**config.mk**
```make
export PLATFORM = sky130hd
export DESIGN_NAME = dac_frame_scheduler
export DESIGN_NICKNAME = d
export VERILOG_FILES = /design/src/rtl/dac_frame_scheduler_pkg.sv /design/src/rtl/dac_frame_scheduler_rr_arbiter.sv /design/src/rtl/dac_frame_scheduler.sv
export SDC_FILE = /design/constraint.sdc
export NUM_CORES = 1
export LEC_CHECK = 0
export BUFFER_PORTS_ARGS = -buffer_cell sky130_fd_sc_hd__clkbuf_2
export CORE_MARGIN = 8
export CORE_UTILIZATION = 48
export CTS_CLUSTER_SIZE = 24
export DETAILED_ROUTE_END_ITERATION = 8
export HOLD_SLACK_MARGIN = 0.08
export PLACE_DENSITY = 0.81
export SYNTH_ARGS = -nofsm -noshare
export SYNTH_HDL_FRONTEND = slang
export SYNTH_SLANG_ARGS = --single-unit
```
**constraint.sdc**
```tcl
create_clock -name clk -period 3.7 [get_ports clk]
set_clock_uncertainty 0.15 [all_clocks]
set_input_delay 0.185 -clock clk [delete_from_list [all_inputs] [get_ports clk]]
set_output_delay 0.185 -clock clk [all_outputs]
set_load 0.005 [all_outputs]
```
**src/rtl/dac_frame_scheduler_pkg.sv**
```systemverilog
// Shared types and constants for the DAC frame scheduler (package dac_sched_pkg).
// Frame geometry and counter widths live here so the top and the bench agree.
package dac_sched_pkg;

    localparam int DAC_FRAME_BITS = 16;
    localparam int CNT_SCK_W      = 5;
    localparam int FRAME_CNT_W    = 16;
    localparam int MIN_GAP_CYC    = 14;

    localparam logic [CNT_SCK_W-1:0] CNT_SCK_LAST = 5'd16;
    localparam logic [CNT_SCK_W-1:0] CNT_SCK_PRE  = 5'd15;

    typedef enum logic [1:0] {
        IDLE  = 2'd0,
        LOAD  = 2'd1,
        SHIFT = 2'd2,
        HOLD  = 2'd3
    } state_e;

endpackage

```
**src/rtl/dac_frame_scheduler_rr_arbiter.sv**
```systemverilog
// Round-robin one-hot picker for the DAC frame scheduler.
// The pointer advances past the winner only when the pick is actually granted.
module rr_arbiter
    import dac_sched_pkg::*;
#(
    parameter int NUM_REQ = 4
) (
    input  logic               clk,
    input  logic               rst_n,
    input  logic [NUM_REQ-1:0] req,
    input  logic               grant_en,
    output logic [NUM_REQ-1:0] pick
);

    localparam int PTR_W = $clog2(NUM_REQ);
    localparam logic [PTR_W-1:0] PTR_LAST = PTR_W'(NUM_REQ - 1);

    logic [PTR_W-1:0] ptr_q;
    logic [PTR_W-1:0] ptr_d;
    logic [PTR_W-1:0] idx_s;
    logic [PTR_W-1:0] pick_idx_s;
    logic             found_s;

    // First set request at or after the pointer, wrapping around.
    always_comb begin
        pick       = '0;
        found_s    = 1'b0;
        idx_s      = '0;
        pick_idx_s = '0;
        for (int off = 0; off < NUM_REQ; off++) begin
            idx_s = PTR_W'((int'(ptr_q) + off) % NUM_REQ);
            if (!found_s && req[idx_s]) begin
                found_s       = 1'b1;
                pick[idx_s]   = 1'b1;
                pick_idx_s    = idx_s;
            end else begin
                found_s = found_s;
            end
        end
        if (grant_en && found_s) begin
            ptr_d = (pick_idx_s == PTR_LAST) ? '0 : pick_idx_s + 1'b1;
        end else begin
            ptr_d = ptr_q;
        end
    end

    // Pointer register.
    always_ff @(posedge clk) begin
        if (!rst_n) begin
            ptr_q <= '0;
        end else begin
            ptr_q <= ptr_d;
        end
    end

endmodule

```
**src/rtl/dac_frame_scheduler.sv**
```systemverilog
// Arbitrates requesters onto one 16-bit serial DAC channel and generates cs/sck framing.
// Build option: DAC_SCHED_STATS_EN enables the completed-frame counter on frame_cnt.
module dac_frame_scheduler
    import dac_sched_pkg::*;
#(
    parameter int NUM_REQ = 4,
    parameter int SCK_DIV = 4,
    parameter int GAP_CYC = 16
) (
    input  logic                        clk,
    input  logic                        rst_n,
    input  logic                        key_state,
    input  logic [NUM_REQ-1:0]          req,
    input  logic [NUM_REQ*16-1:0]       req_data,
    output logic [NUM_REQ-1:0]          gnt,
    output logic                        done,
    output logic                        busy,
    output logic                        cs,
    output logic                        sck,
    output logic [CNT_SCK_W-1:0]        cnt_sck,
    output logic [DAC_FRAME_BITS-1:0]   data_sdi,
    output logic                        en_dac,
    output logic [FRAME_CNT_W-1:0]      frame_cnt
);

    localparam int TMR_MAX = (GAP_CYC > SCK_DIV) ? GAP_CYC : SCK_DIV;
    localparam int TMR_W   = $clog2(TMR_MAX);
    localparam logic [TMR_W-1:0] SCK_LAST = TMR_W'(SCK_DIV - 1);
    localparam logic [TMR_W-1:0] GAP_LAST = TMR_W'(GAP_CYC - 1);

    state_e                     state_q, state_d;
    logic [TMR_W-1:0]           timer_q, timer_d;
    logic                       sck_q, sck_d;
    logic                       cs_q, cs_d;
    logic [CNT_SCK_W-1:0]       cnt_q, cnt_d;
    logic [DAC_FRAME_BITS-1:0]  data_q, data_d;
    logic [NUM_REQ-1:0]         gnt_q, gnt_d;
    logic                       en_q, en_d;
    logic                       done_q, done_d;
    logic                       busy_q, busy_d;

    logic [NUM_REQ-1:0]         pick_s;
    logic [DAC_FRAME_BITS-1:0]  word_s;
    logic                       grant_s;

    assign grant_s = (state_q == IDLE) && key_state && (|req);

    rr_arbiter #(
        .NUM_REQ (NUM_REQ)
    ) u_arb (
        .clk      (clk),
        .rst_n    (rst_n),
        .req      (req),
        .grant_en (grant_s),
        .pick     (pick_s)
    );

    // Winner's word, selected by the one-hot pick.
    always_comb begin
        word_s = '0;
        for (int i = 0; i < NUM_REQ; i++) begin
            word_s = word_s | (req_data[i*DAC_FRAME_BITS +: DAC_FRAME_BITS] & {DAC_FRAME_BITS{pick_s[i]}});
        end
    end

    // Next-state and framing outputs; key_state low aborts to IDLE from anywhere.
    always_comb begin
        state_d = state_q;
        timer_d = timer_q;
        sck_d   = sck_q;
        cs_d    = cs_q;
        cnt_d   = cnt_q;
        data_d  = data_q;
        gnt_d   = '0;
        en_d    = 1'b0;
        done_d  = 1'b0;
        if (!key_state) begin
            state_d = IDLE;
            timer_d = '0;
            sck_d   = 1'b0;
            cs_d    = 1'b1;
            cnt_d   = '0;
        end else begin
            case (state_q)
                IDLE: begin
                    timer_d = '0;
                    sck_d   = 1'b0;
                    cnt_d   = '0;
                    if (grant_s) begin
                        state_d = LOAD;
                        cs_d    = 1'b0;
                        data_d  = word_s;
                        gnt_d   = pick_s;
                        en_d    = 1'b1;
                    end else begin
                        state_d = IDLE;
                        cs_d    = 1'b1;
                    end
                end
                LOAD: begin
                    if (timer_q == SCK_LAST) begin
                        state_d = SHIFT;
                        timer_d = '0;
                    end else begin
                        timer_d = timer_q + 1'b1;
                    end
                end
                SHIFT: begin
                    if (timer_q == SCK_LAST) begin
                        timer_d = '0;
                        sck_d   = ~sck_q;
                        if (sck_q) begin
                            // Falling edge: advance the bit index; the 16th ends the frame.
                            cnt_d = cnt_q + 1'b1;
                            if (cnt_q == CNT_SCK_PRE) begin
                                cs_d    = 1'b1;
                                state_d = HOLD;
                            end else begin
                                state_d = SHIFT;
                            end
                        end else begin
                            cnt_d = cnt_q;
                        end
                    end else begin
                        timer_d = timer_q + 1'b1;
                    end
                end
                HOLD: begin
                    if (timer_q == GAP_LAST) begin
                        state_d = IDLE;
                        timer_d = '0;
                        cnt_d   = '0;
                        done_d  = 1'b1;
                    end else begin
                        timer_d = timer_q + 1'b1;
                    end
                end
                default: begin
                    state_d = IDLE;
                    timer_d = '0;
                    sck_d   = 1'b0;
                    cs_d    = 1'b1;
                    cnt_d   = '0;
                end
            endcase
        end
        busy_d = (state_d != IDLE);
    end

    // State and output registers.
    always_ff @(posedge clk) begin
        if (!rst_n) begin
            state_q <= IDLE;
            timer_q <= '0;
            sck_q   <= 1'b0;
            cs_q    <= 1'b1;
            cnt_q   <= '0;
            data_q  <= '0;
            gnt_q   <= '0;
            en_q    <= 1'b0;
            done_q  <= 1'b0;
            busy_q  <= 1'b0;
        end else begin
            state_q <= state_d;
            timer_q <= timer_d;
            sck_q   <= sck_d;
            cs_q    <= cs_d;
            cnt_q   <= cnt_d;
            data_q  <= data_d;
            gnt_q   <= gnt_d;
            en_q    <= en_d;
            done_q  <= done_d;
            busy_q  <= busy_d;
        end
    end

    assign gnt      = gnt_q;
    assign done     = done_q;
    assign busy     = busy_q;
    assign cs       = cs_q;
    assign sck      = sck_q;
    assign cnt_sck  = cnt_q;
    assign data_sdi = data_q;
    assign en_dac   = en_q;

`ifdef DAC_SCHED_STATS_EN
    logic [FRAME_CNT_W-1:0] frame_cnt_q, frame_cnt_d;

    // Completed-frame counter, wraps naturally at 16 bits.
    always_comb begin
        if (done_d) begin
            frame_cnt_d = frame_cnt_q + 1'b1;
        end else begin
            frame_cnt_d = frame_cnt_q;
        end
    end

    // Frame counter register.
    always_ff @(posedge clk) begin
        if (!rst_n) begin
            frame_cnt_q <= '0;
        end else begin
            frame_cnt_q <= frame_cnt_d;
        end
    end

    assign frame_cnt = frame_cnt_q;
`else
    assign frame_cnt = '0;
`endif

endmodule

```
**Word level (Yosys, flattened, before mapping)**

Cells that the tools add are included.

- Bits in registers: 38
- Bits of input ports: 71
- Word-level logic and storage cells: 127

- Add/sub/neg operators: 6
- Order comparisons: 8
- Eq/ne operators: 11
- Muxes and demuxes: 53
- Bitwise operators: 11
- Reductions and logical operators: 27

Operators with widths:

| operator | count |
|---|---|
| $and A16 B16 Y16 | 4 |
| $or A16 B16 Y16 | 3 |
| $mux W4 | 6 |
| $mux W1 | 21 |
| $mux W2 | 10 |
| $mux W5 | 3 |
| $pmux W5 S3 | 1 |
| $lt A2 B3 Y1 const B | 4 |
| $or A4 B4 Y4 | 3 |
| $pmux W4 S3 | 1 |
| $reduce_and A4 Y1 | 3 |
| $logic_and A1 B1 Y1 | 10 |
| $reduce_and A3 Y1 | 3 |
| $bmux W1 S2 | 4 |
| $demux W1 S2 | 4 |
| $ge A2 B1 Y1 const B | 4 |
| $ne A2 B2 Y1 const B | 4 |
| $pmux W2 S4 | 1 |
| $eq A2 B2 Y1 const B | 3 |
| $add A5 B1 Y5 const B | 1 |
| $eq A5 B4 Y1 const B | 1 |
| $add A2 B1 Y2 const B | 2 |
| $add A2 B2 Y2 const B | 2 |
| $add A4 B1 Y4 const B | 1 |
| 12 further kinds | 17 |

**Logic depth before layout (Yosys ltp)**

Gate-level depths: netlist of run 1.

- Depth in word-level cells: 16
- Depth in mapped cells: 12

**Hierarchy**

A second synthesis of run 1 with hierarchy kept.

- Cells, all modules: 289
- Area, all modules: 2558.7 µm²

By module, submodules not included:

| module | times used | cells an instance | area an instance (µm²) |
|---|---|---|---|
| dac_frame_scheduler | 1 | 222 | 1995.7 |
| rr_arbiter | 1 | 67 | 563.0 |

**Worst setup path after synthesis of run 1**

OpenSTA, ideal clock, no wires.

- Path type: flip-flop to flip-flop
- Start point: register u_arb.ptr_q[1]
- End point: register data_q[10], in the netlist data_sdi[10]
- Library setup time: 0.128 ns
- Data arrival time: 2.651 ns
- Setup slack: 0.771 ns
- Stages on the path, launching flop included: 12
- Cells stage by stage: dfxtp_1 buf_2 inv_1 ha_1 buf_6 mux4_2 and2_4 o21ai_2 o2111ai_4 buf_6 a221oi_2 a31oi_1

- Longest elaborated chain between the ends: 16

Ends and longest elaborated chain:

| what | line | RTL |
|---|---|---|
| from (decl) | dac_frame_scheduler_rr_arbiter.sv:18 | `logic [PTR_W-1:0] ptr_q;` |
| from (signal assigned) | dac_frame_scheduler_rr_arbiter.sv:52 | `ptr_q <= ptr_d;` |
| branches (longest 11 deep; another with $lt A2 B3 Y1) | n/a |  |
| $mux W4 (*) | dac_frame_scheduler_rr_arbiter.sv:32 | `if (!found_s && req[idx_s]) begin` |
| $and A16 B16 Y16 | dac_frame_scheduler.sv:62 | `word_s = word_s \| (req_data[i*DAC_FRAME_BITS +: DAC_FRAME_BITS] & {DAC_FRAME_BITS{pick_s[i]}});` |
| $or A16 B16 Y16 (2 in series) | dac_frame_scheduler.sv:62 |  |
| $or A16 B16 Y16 (*) | dac_frame_scheduler.sv:62 |  |
| to (signal assigned) | dac_frame_scheduler.sv:169 | `data_q <= data_d;` |
| to (decl) | dac_frame_scheduler.sv:36 | `logic [DAC_FRAME_BITS-1:0] data_q, data_d;` |

Mark *: on every way between the ends. The select of a mux whose other input is x is not followed.
A chain may end at the register's enable or synchronous reset.

**Final worst setup path of run 1**

- Start point: register u_arb.ptr_q[1]
- End point: register data_q[15], in the netlist data_sdi[15]

Same word-level chain as after synthesis.

==> summary.txt, run 1 <==
Power and ir drop
  • Switching share of power: 38.4%
  • Int Power: 1.08 mW
  • Clock power share: 25.1%
  • PwrDens: 437 mW/mm^2
  • Flop pwr share: 26.9%
  • Maximum VDD drop: 291 uV
  • Logic pwr share: 48.1%
  • Total power: 1.76 mW
  • Lkg Pwr: 1.74 nW
  • Switching pwr: 0.675 mW

Yosys
  • #FFs+latches synth: 38
  • Top cells by count, synth: dfxtp_1 (38), nand2_1 (34), o21ai_0 (33)
  • Post-synthesis cell type count: 57
  • Register area share after synthesis: 28.0%
  • Synth Instances: 329
  • Synth top area share: 28.0%
  • Synth Warn #: 0
  • Ranking of synthesized cells by area: dfxtp_1 (28%), o21ai_0 (6.1%), ha_1 (5.5%)
  • Async SR Flop Fraction: 0%
  • Mapped Avg Cell Area: 8.26 sq um
  • Syn Std Cell Area: 0.00272 sq mm
  • Synth area leader: dfxtp_1
  • Most used DFF post-synth: dfxtp_1
  • EDFF count, synth: 0
  • Most instantiated library cell after synthesis: dfxtp_1

GRT
  • First-pass GRT wire length: 18000 um
  • Initial antenna violation count: 1
  • GRT overflow: 0
  • Vias in the first global route: 3458
  • Total GRT Usage: 26.5%
  • Largest net degree at the start of global routing: 24

Run status
  • Status: finished clean

CTS
  • Clk slew on worst S/H paths: 0.08 ns
  • # H-tree levels: 2
  • Clk_lat worst skew: 0.30 ns
  • Maximum clock path buffer count: 2
  • CTS buffer count: 5
  • CTS Root Buffer Type: clkbuf_8
  • CTS tree: yes
  • Sink Count: 38

STA
  • Period utilisation layout: 95.5%
  • RSZ-0062 raised after global routing: false
  • Relative slew margins: 53.3%
  • Post-layout min period: 3.53 ns
  • Max Clk Rate: 283 MHz
  • Final setup fails: 0
  • Final hold vios: 0
  • Setup TNS: 0 ns
  • Slew Limit Fails: 0
  • Least-Margin Pin Slew: 0.701 ns

Routing
  • WL/cell: 20.9 um
  • Vias per cell: 6.11
  • Final wirelength: 11900 um
  • Post-route ant nets: 0
  • # DRC: 0
  • DR pass1 iterations: 7
  • DR vias: 3470
  • DRC marker count from the first detailed-route iteration: 342

Critical path
  • Critical path endpoint: data_sdi[15]$_SDFFE_PN0P_
  • Type of the worst setup path: register to register
  • Crit. Startpoint: u_arb.ptr_q[1]$_SDFFE_PN0P_
  • Reg2reg setup slack: 0.17 ns
  • RR Endpoint: data_sdi[15]$_SDFFE_PN0P_
  • Crit start category: register
  • Arrival time worst endpoint: 3.61 ns
  • CP Capture Type: register
  • R2r worst-path depth: 10
  • Crit path required time: 3.78 ns
  • Crit path max fanout: 17
  • Worst r2r src: u_arb.ptr_q[1]$_SDFFE_PN0P_

Floorplan
  • Initial Util: 49.6%
  • Die Y-Extent: 91.2 um
  • Core region area: 0.00547 sq mm
  • DIE AREA: 0.00832 sq mm
  • Io pins: 117
  • Row count: 27
  • Die width: 91.2 um

Finish
  • Final Cell Area: 0.00402 sq mm
  • Final #Nets: 575
  • P&R area growth vs syn: 48.1%
  • Final Util: 73.5%
  • Finished Layout Cells: 568
  • Fillers: 366
  • Layout cell share with drive strength beyond 1: 29.8%

Job
  • Max-cap viol count: 0

Placement
  • Port buffer count: 100
  • Cell Area, Placed: 0.00317 sq mm
  • Detail Placement HPWL: 6160 um
  • Gpl congestion: 0.918
  • Placed Cells: 486

Hold path
  • Worst hold path class: input port to register
==> kinds of logic after synthesis <==
kind of cell,after synthesis,share of synthesized area (%)
simple gates,109,20.3
compound gates,107,28.8
buf+inv,47,10.4
flops,38,28.0
fa+ha+maj,12,5.53
mux,11,5.62
xor+xnor,4,1.29
other cells,1,0.138
==> worst max-delay path, cell delays in order (launching register included) <==
cell and delay [ns]:
dfxtp_1 0.31, inv_1 0.20, ha_2 0.40, or3b_1 0.44, a2111oi_4 0.49, or2_1 0.20, a22o_1 0.15, buf_4 0.27
a221oi_1 0.13, dlygate4sd3_1 0.57, a21oi_1 0.14
==> worst min-delay path by stage <==
| stage | start | endpoint | slack, ns | cells past startpoint |
|---|---|---|---|---|
| after floorplan | key_state | cs$_SDFFE_PN1P_ | 0.11 | 1 |
| after global placement | key_state | cs$_SDFFE_PN1P_ | 0.28 | 2 |
| after detailed placement | req_data[18] | data_sdi[2]$_SDFFE_PN0P_ | 0.29 | 3 |
| after CTS | rst_n | cs$_SDFFE_PN1P_ | 0.21 | 2 |
| after global routing | rst_n | cs$_SDFFE_PN1P_ | 0.28 | 2 |
| final | rst_n | cs$_SDFFE_PN1P_ | 0.24 | 2 |
==> metrics by stage <==
| stage | hold slack, ns | setup slack, ns |
|---|---|---|
| finish | 0.244 | 0.167 |
| global route | 0.278 | 0.0444 |
| CTS | 0.210 | 0.0942 |
| detailed placement | 0.287 | 0.466 |
| global placement | 0.278 | 0.562 |
| floorplan | 0.107 | 0.771 |
==> per-layer routing <==
| layer | vias to the layer above | routed length, um | global-route usage [%] |
|---|---|---|---|
| li1 | 1509 | - | - |
| met1 | 1604 | 4000 | 26.7 |
| met2 | 270 | 5690 | 45.0 |
| met3 | 87 | 1290 | 9.22 |
| met4 | 0 | 899 | 19.1 |
| met5 | - | 0 | 0 |
==> power groups by stage <==
stage	registers, mW	clock network, mW	logic (mW)
final	0.473	0.441	0.845
after global routing	0.474	0.457	0.894
after CTS	0.467	0.433	0.726
after detailed placement	0.476	0	0.654
after global placement	0.475	0	0.644
after floorplan	0.481	0	0.513
==> repair_timing <==
item                                    CTS  global route
buffers inserted                          0             6
endpoints found under the setup margin    0             2
resized for setup                         0             2
endpoints found under the hold margin    18             0
hold buffers                             65             0
==> registers in the layout, summed over array words and instances, names as in the netlist, 2 cells and up, named ones only <==
register	flops
cnt_sck	5
data_sdi	16
state_q	2
gnt	4
timer_q	4
==> cell type report <==
class	instances	area, sq um	share of cell area [%]
multi-input combinational	259	1750	43.4
timing repair buffer	177	1240	30.8
sequential	38	761	18.9
tap	72	90.1	2.24
clock buffer	5	68.8	1.71
clock inverter	3	68.8	1.71
inverter	11	41.3	1.03
antenna	3	7.51	0.187
==> cell usage in the layout (no fill, tap or decap), drive strengths merged, types with 14 or more instances in the layout <==
cell type | netlist | layout
nand2 | 34 | 34
a221oi | 19 | 19
o21ai | 42 | 42
conb | 1 | 16
dlygate4sd3 | 0 | 65
nor2 | 22 | 22
dfxtp | 38 | 38
a21oi | 16 | 16
clkbuf | 6 | 105
a31oi | 14 | 14
Power figures use the tool's default switching activity.
==> inputs of run 2 (changes only) <==
Settings changed: CORE_UTILIZATION 48 to 50, CTS_BUF_LIST set to sky130_fd_sc_hd__clkbuf_2, PLACE_DENSITY 0.81 to 0.83.
==> run 2 against run 1 <==
  * Die area shrank 3.3%
  * Final area shrank 3.1%
  * Via count shrank 3.0%
  * Worst hold slack lost 0.085 ns
  * Global-route usage grew 0.098 points
==> summary.txt, run 2 (synthesis results as in run 1) <==
Critical path
  • Crit path required time: 3.87 ns (+0.09 ns)
  • R2r worst-path depth: 9 (-1)
  • Reg2reg setup slack: 0.20 ns (+0.04 ns)
  • Crit path max fanout: 17 (unchanged)
  • Type of the worst setup path: register to register
  • CP Capture Type: register
  • Arrival time worst endpoint: 3.67 ns (+0.06 ns)
  • Worst r2r src: u_arb.ptr_q[1]$_SDFFE_PN0P_
  • RR Endpoint: data_sdi[2]$_SDFFE_PN0P_
  • Crit start category: register

Finish
  • Final #Nets: 569 (-1.0%)
  • P&R area growth vs syn: 43.6%
  • Layout cell share with drive strength beyond 1: 28.7% (-1.1 points)
  • Highest-count cells in the layout ignoring fill and taps: clkbuf_2 (105), dlygate4sd3_1 (66), dfxtp_1 (37), nand2_1 (34), o21ai_0 (33)
  • Number of flip-flops in the largest register: 16 (unchanged)
  • Most common cell after layout, fill and taps aside: clkbuf_2
  • Register Area: 762 sq um (+0.16%)
  • Fillers: 375 (+2.5%)
  • Multi-input gate area: 0.00173 sq mm (-0.86%)
  • Finished Layout Cells: 564 (-0.70%)

CTS
  • CTS buffer count: 5 (unchanged)
  • Post-CTS setup buffers: 0 (unchanged)
  • Clk slew on worst S/H paths: 0.21 ns (+0.13 ns)
  • Sink Count: 38 (unchanged)
  • CTS Root Buffer Type: clkbuf_2
  • # H-tree levels: 2 (unchanged)
  • CTS tree: yes
  • Clk_lat worst skew: 0.41 ns (+0.11 ns)
  • Maximum clock path buffer count: 2 (unchanged)

Floorplan
  • Initial Util: 50.6% (+0.94 points)
  • Row count: 27 (unchanged)
  • Core region area: 0.00537 sq mm (-1.9%)
  • Io pins: 117 (unchanged)
  • DIE AREA: 0.00805 sq mm (-3.3%)
  • Die width: 89.7 um (-1.7%)
  • Die Y-Extent: 89.7 um (-1.7%)

Routing
  • DR vias: 3366 (-3.0%)
  • DRC marker count from the first detailed-route iteration: 347 (+1.5%)
  • Vias per cell: 5.97 (-2.3%)
  • WL/cell: 20.1 um (-3.9%)
  • DR pass1 iterations: 5 (-2)
  • # DRC: 0 (unchanged)
  • Post-route ant nets: 0 (unchanged)
  • Final wirelength: 11300 um (-4.6%)

GRT
  • First-pass GRT wire length: 17600 um (-1.8%)
  • Vias in the first global route: 3496 (+1.1%)
  • Total GRT Usage: 26.6% (+0.098 points)
  • GRT overflow: 0 (unchanged)
  • Initial antenna violation count: 3 (+2)
  • Largest net degree at the start of global routing: 24 (unchanged)

STA
  • Final worst setup slack: 0.205 ns (+0.0381 ns)
  • Final hold vios: 0 (unchanged)
  • RSZ-0062 raised after global routing: false
  • Post-layout min period: 3.50 ns (-0.0381 ns)
  • Relative slew margins: 33.1% (-20 points)
  • Max Clk Rate: 286 MHz (+1.1%)
  • Final setup fails: 0 (unchanged)
  • Least-Margin Pin Slew: 1.00 ns (+0.299 ns)
  • Setup TNS: 0 ns (unchanged)
  • Period utilisation layout: 94.5% (-1.0 points)
  • Slew Limit Fails: 0 (unchanged)

Placement
  • Detail Placement HPWL: 6060 um (-1.6%)
  • Pre-CTS setup slack: 0.284 ns (-0.182 ns)
  • Gpl congestion: 0.926 (+0.82%)
  • Placed Cells: 485 (-0.21%)
  • Port buffer count: 100 (unchanged)

Hold path
  • Worst hold path class: input port to register
  • Hold path start: rst_n
  • Hold worst-path end: done$_SDFF_PN0_
  • Hold depth: 3 (+1)

Power and ir drop
  • PwrDens: 389 mW/mm^2 (-11%)
  • Maximum VDD drop: 302 uV (+4.0%)
  • Lkg Pwr: 1.68 nW (-3.3%)

Job
  • Max-cap viol count: 0 (unchanged)

Run status
  • Status: finished clean
[run 2: critical path, cell delays in order, from the launching register on]
cell	delay (ns)
dfxtp_2	0.51
inv_1	0.18
ha_1	0.34
buf_4	0.18
or3b_1	0.39
a2111oi_2	0.59
o21ai_1	0.21
o2111ai_4	0.28
a221oi_1	0.25
a31oi_1	0.31
[run 2: worst max-delay path by stage]
| stage | startpoint | endpoint | slack (ns) |
|---|---|---|---|
| global placement | u_arb.ptr_q[1]$_SDFFE_PN0P_ | data_sdi[0]$_SDFFE_PN0P_ | 0.42 |
| CTS | u_arb.ptr_q[1]$_SDFFE_PN0P_ | data_sdi[2]$_SDFFE_PN0P_ | 0.25 |
| floorplan | u_arb.ptr_q[1]$_SDFFE_PN0P_ | data_sdi[10]$_SDFFE_PN0P_ | 0.77 |
| detailed placement | u_arb.ptr_q[1]$_SDFFE_PN0P_ | data_sdi[2]$_SDFFE_PN0P_ | 0.28 |
| global route | u_arb.ptr_q[1]$_SDFFE_PN0P_ | data_sdi[2]$_SDFFE_PN0P_ | 0.05 |
| finish | u_arb.ptr_q[1]$_SDFFE_PN0P_ | data_sdi[2]$_SDFFE_PN0P_ | 0.20 |
[run 2: layer usage]
metal,global-route usage [%],vias up,share of wire [%]
li1,-,1495,-
met1,26.0,1536,35
met2,44.6,254,46
met3,8.89,81,10
met4,23.0,0,8.6
met5,0,-,0
[run 2: report_power, final]
part / switching, mW / internal, mW / total, mW
logic: 0.445 / 0.319 / 0.763
clock network: 0.155 / 0.112 / 0.267
registers: 0.0342 / 0.450 / 0.484
total: 0.634 / 0.881 / 1.52
[run 2: final cells by class]
type	instances	share of cell area (%)
Clock buffer	5	0.642
Multi-Input combinational cell	259	44.4
Antenna cell	5	0.321
Sequential cell	38	19.5
Tap cell	72	2.31
Clock inverter	3	1.03
Timing Repair Buffer	171	30.7
Inverter	11	1.06
[run 2: repair_timing]
action	CTS	global route
hold buffers	66	0
endpoints found under the hold margin	27	0
endpoints found under the setup margin	0	5
resized for setup	0	1
[run 2: through the flow]
stage | power [mW] | hold WS, ns | util [%] | instance area (sq um)
finish | 1.52 | 0.159 | 72.6 | 3900
global route | 1.58 | 0.162 | 72.5 | 3890
CTS | 1.45 | 0.122 | 72.4 | 3890
detailed placement | 1.14 | 0.281 | 58.8 | 3160
global placement | 1.13 | 0.274 | 58.8 | 3160
floorplan | 0.994 | 0.107 | - | 2770
==> inputs of run 3 (changes only) <==
--- a/config.mk
+++ b/config.mk
@@ -6,12 +6,12 @@
 export NUM_CORES = 1
 export LEC_CHECK = 0
-export BUFFER_PORTS_ARGS = -buffer_cell sky130_fd_sc_hd__clkbuf_2
 export CORE_MARGIN = 8
-export CORE_UTILIZATION = 50
+export CORE_UTILIZATION = 53
 export CTS_BUF_LIST = sky130_fd_sc_hd__clkbuf_2
 export CTS_CLUSTER_SIZE = 24
 export DETAILED_ROUTE_END_ITERATION = 8
+export DONT_BUFFER_PORTS = 1
 export HOLD_SLACK_MARGIN = 0.08
-export PLACE_DENSITY = 0.83
+export PLACE_DENSITY = 0.68
 export SYNTH_ARGS = -nofsm -noshare
 export SYNTH_HDL_FRONTEND = slang
==> constraint.sdc (replaced) <==
create_clock -name clk -period 3.7 [get_ports clk]
set_clock_uncertainty 0.15 [all_clocks]
set_input_delay 0 -clock clk [delete_from_list [all_inputs] [get_ports clk]]
set_output_delay 0 -clock clk [all_outputs]
set_load 0.005 [all_outputs]
==> run 3 against run 2 <==
  * Non-clock buffer count fell by 82
  * Fmax down 2.3%
  * Register-to-register slack lost 0.08 ns
  * Clock-buffer cell count did not move
  * Clock power is 33% lower
  * Die area is 4.7% lower
  * Final cell count is 15% lower
  * Final area down 9.1%
  * Sequential cell count did not move
  * Sequential power is 0.8% lower
  * Global-route usage down 4.1 points
  * Total power is 6.9% lower
  * Highest routed layer unchanged
==> summary.txt, run 3 (synthesis results as in run 1) <==
Run status
  • Status: finished clean

STA
  • Post-layout min period: 3.58 ns (+0.0834 ns)
  • Period utilisation layout: 96.7% (+2.3 points)
  • Final setup fails: 0 (unchanged)
  • Hold Slack: 0.141 ns (-0.0176 ns)
  • Least-Margin Pin Slew: 0.803 ns (-0.197 ns)
  • Final worst setup slack: 0.121 ns (-0.0834 ns)
  • Slew Limit Fails: 0 (unchanged)
  • Final hold vios: 0 (unchanged)
  • Relative slew margins: 46.3% (+13 points)
  • Max Clk Rate: 279 MHz (-2.3%)

Finish
  • Number of flip-flops in the largest register: 16 (unchanged)
  • Layout cell share with drive strength beyond 1: 12.1% (-17 points)
  • Multi-input gate area: 0.00175 sq mm (+0.87%)
  • Most common cell after layout, fill and taps aside: dlygate4sd3_1
  • Final Util: 70.3% (-2.3 points)
  • P&R area growth vs syn: 30.4%
  • Highest-count cells in the layout ignoring fill and taps: dlygate4sd3_1 (74), dfxtp_1 (38), nand2_1 (34), o21ai_0 (33), nor2_1 (22)
  • Register Area: 761 sq um (-0.16%)
  • Final #Nets: 487 (-14%)
  • Fillers: 365 (-2.7%)

Critical path
  • Crit-path cells: inv_1 > ha_2 > mux4_2 > and2_1 > o21ai_1 > nand4_1 > buf_12 > a22oi_1 > dlygate4sd3_1 > a21oi_1
  • Crit start category: register
  • Type of the worst setup path: register to register
  • CP Capture Type: register
  • Arrival time worst endpoint: 3.74 ns (+0.07 ns)
  • Crit path required time: 3.86 ns (about the same)
  • Max stage delay on crit path: 0.66 ns (+0.07 ns)
  • Crit path max fanout: 12 (-5)
  • CP max stage cell: mux4_2

CTS
  • Clk slew on worst S/H paths: 0.22 ns (about the same)
  • CTS buffer count: 5 (unchanged)
  • CTS tree: yes
  • # H-tree levels: 2 (unchanged)
  • Sink Count: 38 (unchanged)
  • Clk_lat worst skew: 0.36 ns (-0.05 ns)
  • CTS Root Buffer Type: clkbuf_2
  • Maximum clock path buffer count: 2 (unchanged)

Job
  • Max-cap viol count: 0 (unchanged)

Routing
  • WL/cell: 18.8 um (-6.3%)
  • Post-route ant nets: 0 (unchanged)
  • Final wirelength: 8980 um (-21%)
  • DRC marker count from the first detailed-route iteration: 219 (-37%)
  • DR vias: 2882 (-14%)
  • # DRC: 0 (unchanged)
  • DR pass1 iterations: 5 (unchanged)
  • Vias per cell: 6.04 (+1.2%)

Floorplan
  • Die Y-Extent: 87.6 um (-2.4%)
  • Io pins: 117 (unchanged)
  • Initial Util: 53.9% (+3.3 points)
  • Core region area: 0.00504 sq mm (-6.1%)
  • DIE AREA: 0.00767 sq mm (-4.7%)
  • Row count: 26 (-3.7%)
  • Die width: 87.6 um (-2.4%)

Power and ir drop
  • PwrDens: 398 mW/mm^2 (+2.5%)
  • Lkg Pwr: 1.32 nW (-21%)
  • Maximum VDD drop: 264 uV (-13%)

Hold path
  • Worst hold path class: input port to register
  • Hold path start: req[1]

Placement
  • Port buffer count: 0 (-100%)
  • Detail Placement HPWL: 5520 um (-9.0%)
  • Gpl congestion: 0.818 (-12%)
  • Pre-CTS setup slack: 0.474 ns (+0.190 ns)

GRT
  • Largest net degree at the start of global routing: 24 (unchanged)
  • First-pass GRT wire length: 13800 um (-22%)
  • Initial antenna violation count: 0 (-3)
  • Vias in the first global route: 2795 (-20%)
  • Total GRT Usage: 22.5% (-4.1 points)
  • GRT overflow: 0 (unchanged)
[run 3: cell type report]
class	count	area share [%]
antenna	3	0.212
multi-input combinational	259	49.3
tap	70	2.47
clock buffer	5	0.706
timing repair buffer	89	24.4
inverter	11	1.17
sequential	38	21.5
clock inverter	2	0.282
[run 3: critical path, delay by kind of cell (launching register included)]
family	cells	cell delay [ns]
and+or+nand+nor	2	0.51
buffers and inverters	3	0.98
muxes	1	0.66
DFF	1	0.37
AOI/OAI and AO/OA	3	0.38
adders and majority gates	1	0.47
[run 3: final timing paths]
kind | end | slack [ns] | depth (start not counted)
worst max-delay path | data_sdi[15]$_SDFFE_PN0P_ | 0.12 | 10
worst min-delay path | u_arb.ptr_q[1]$_SDFFE_PN0P_ | 0.14 | 5
worst max register to register | data_sdi[15]$_SDFFE_PN0P_ | 0.12 | 10
worst min register to register | timer_q[0]$_SDFF_PN0_ | 0.32 | 1
[run 3: timing repair]
action                                  4_1_cts  5_1_grt
hold endpoints to repair                     38        0
buffers inserted                              0        7
gates resized for setup                       0        2
endpoints found under the setup margin        0        2
hold buffers                                 74        0
[run 3: layer usage]
layer,track usage (%),wire (um),vias to the layer above
met1,24.8,3240,1340
met4,11.7,328,0
li1,-,-,1327
met3,6.75,863,34
met2,38.2,4550,181
met5,0,0,-
[run 3: report_power, final]
group | switching, mW | internal [mW] | leakage [nW] | total, mW
clock | 0.138 | 0.0411 | 0.0286 | 0.179
combinational | 0.406 | 0.346 | 0.981 | 0.753
sequential | 0.0301 | 0.449 | 0.311 | 0.480
total | 0.574 | 0.837 | 1.32 | 1.41
[run 3: stage by stage]
step                TNS (ns)  area (sq um)  power (mW)  std cells
global route         -0.0859          3540        1.49        474
floorplan                  0          2770       0.994        344
CTS                        0          3470        1.34        467
global placement           0          2690        1.06        386
finish                     0          3540        1.41        477
detailed placement         0          2690        1.07        386
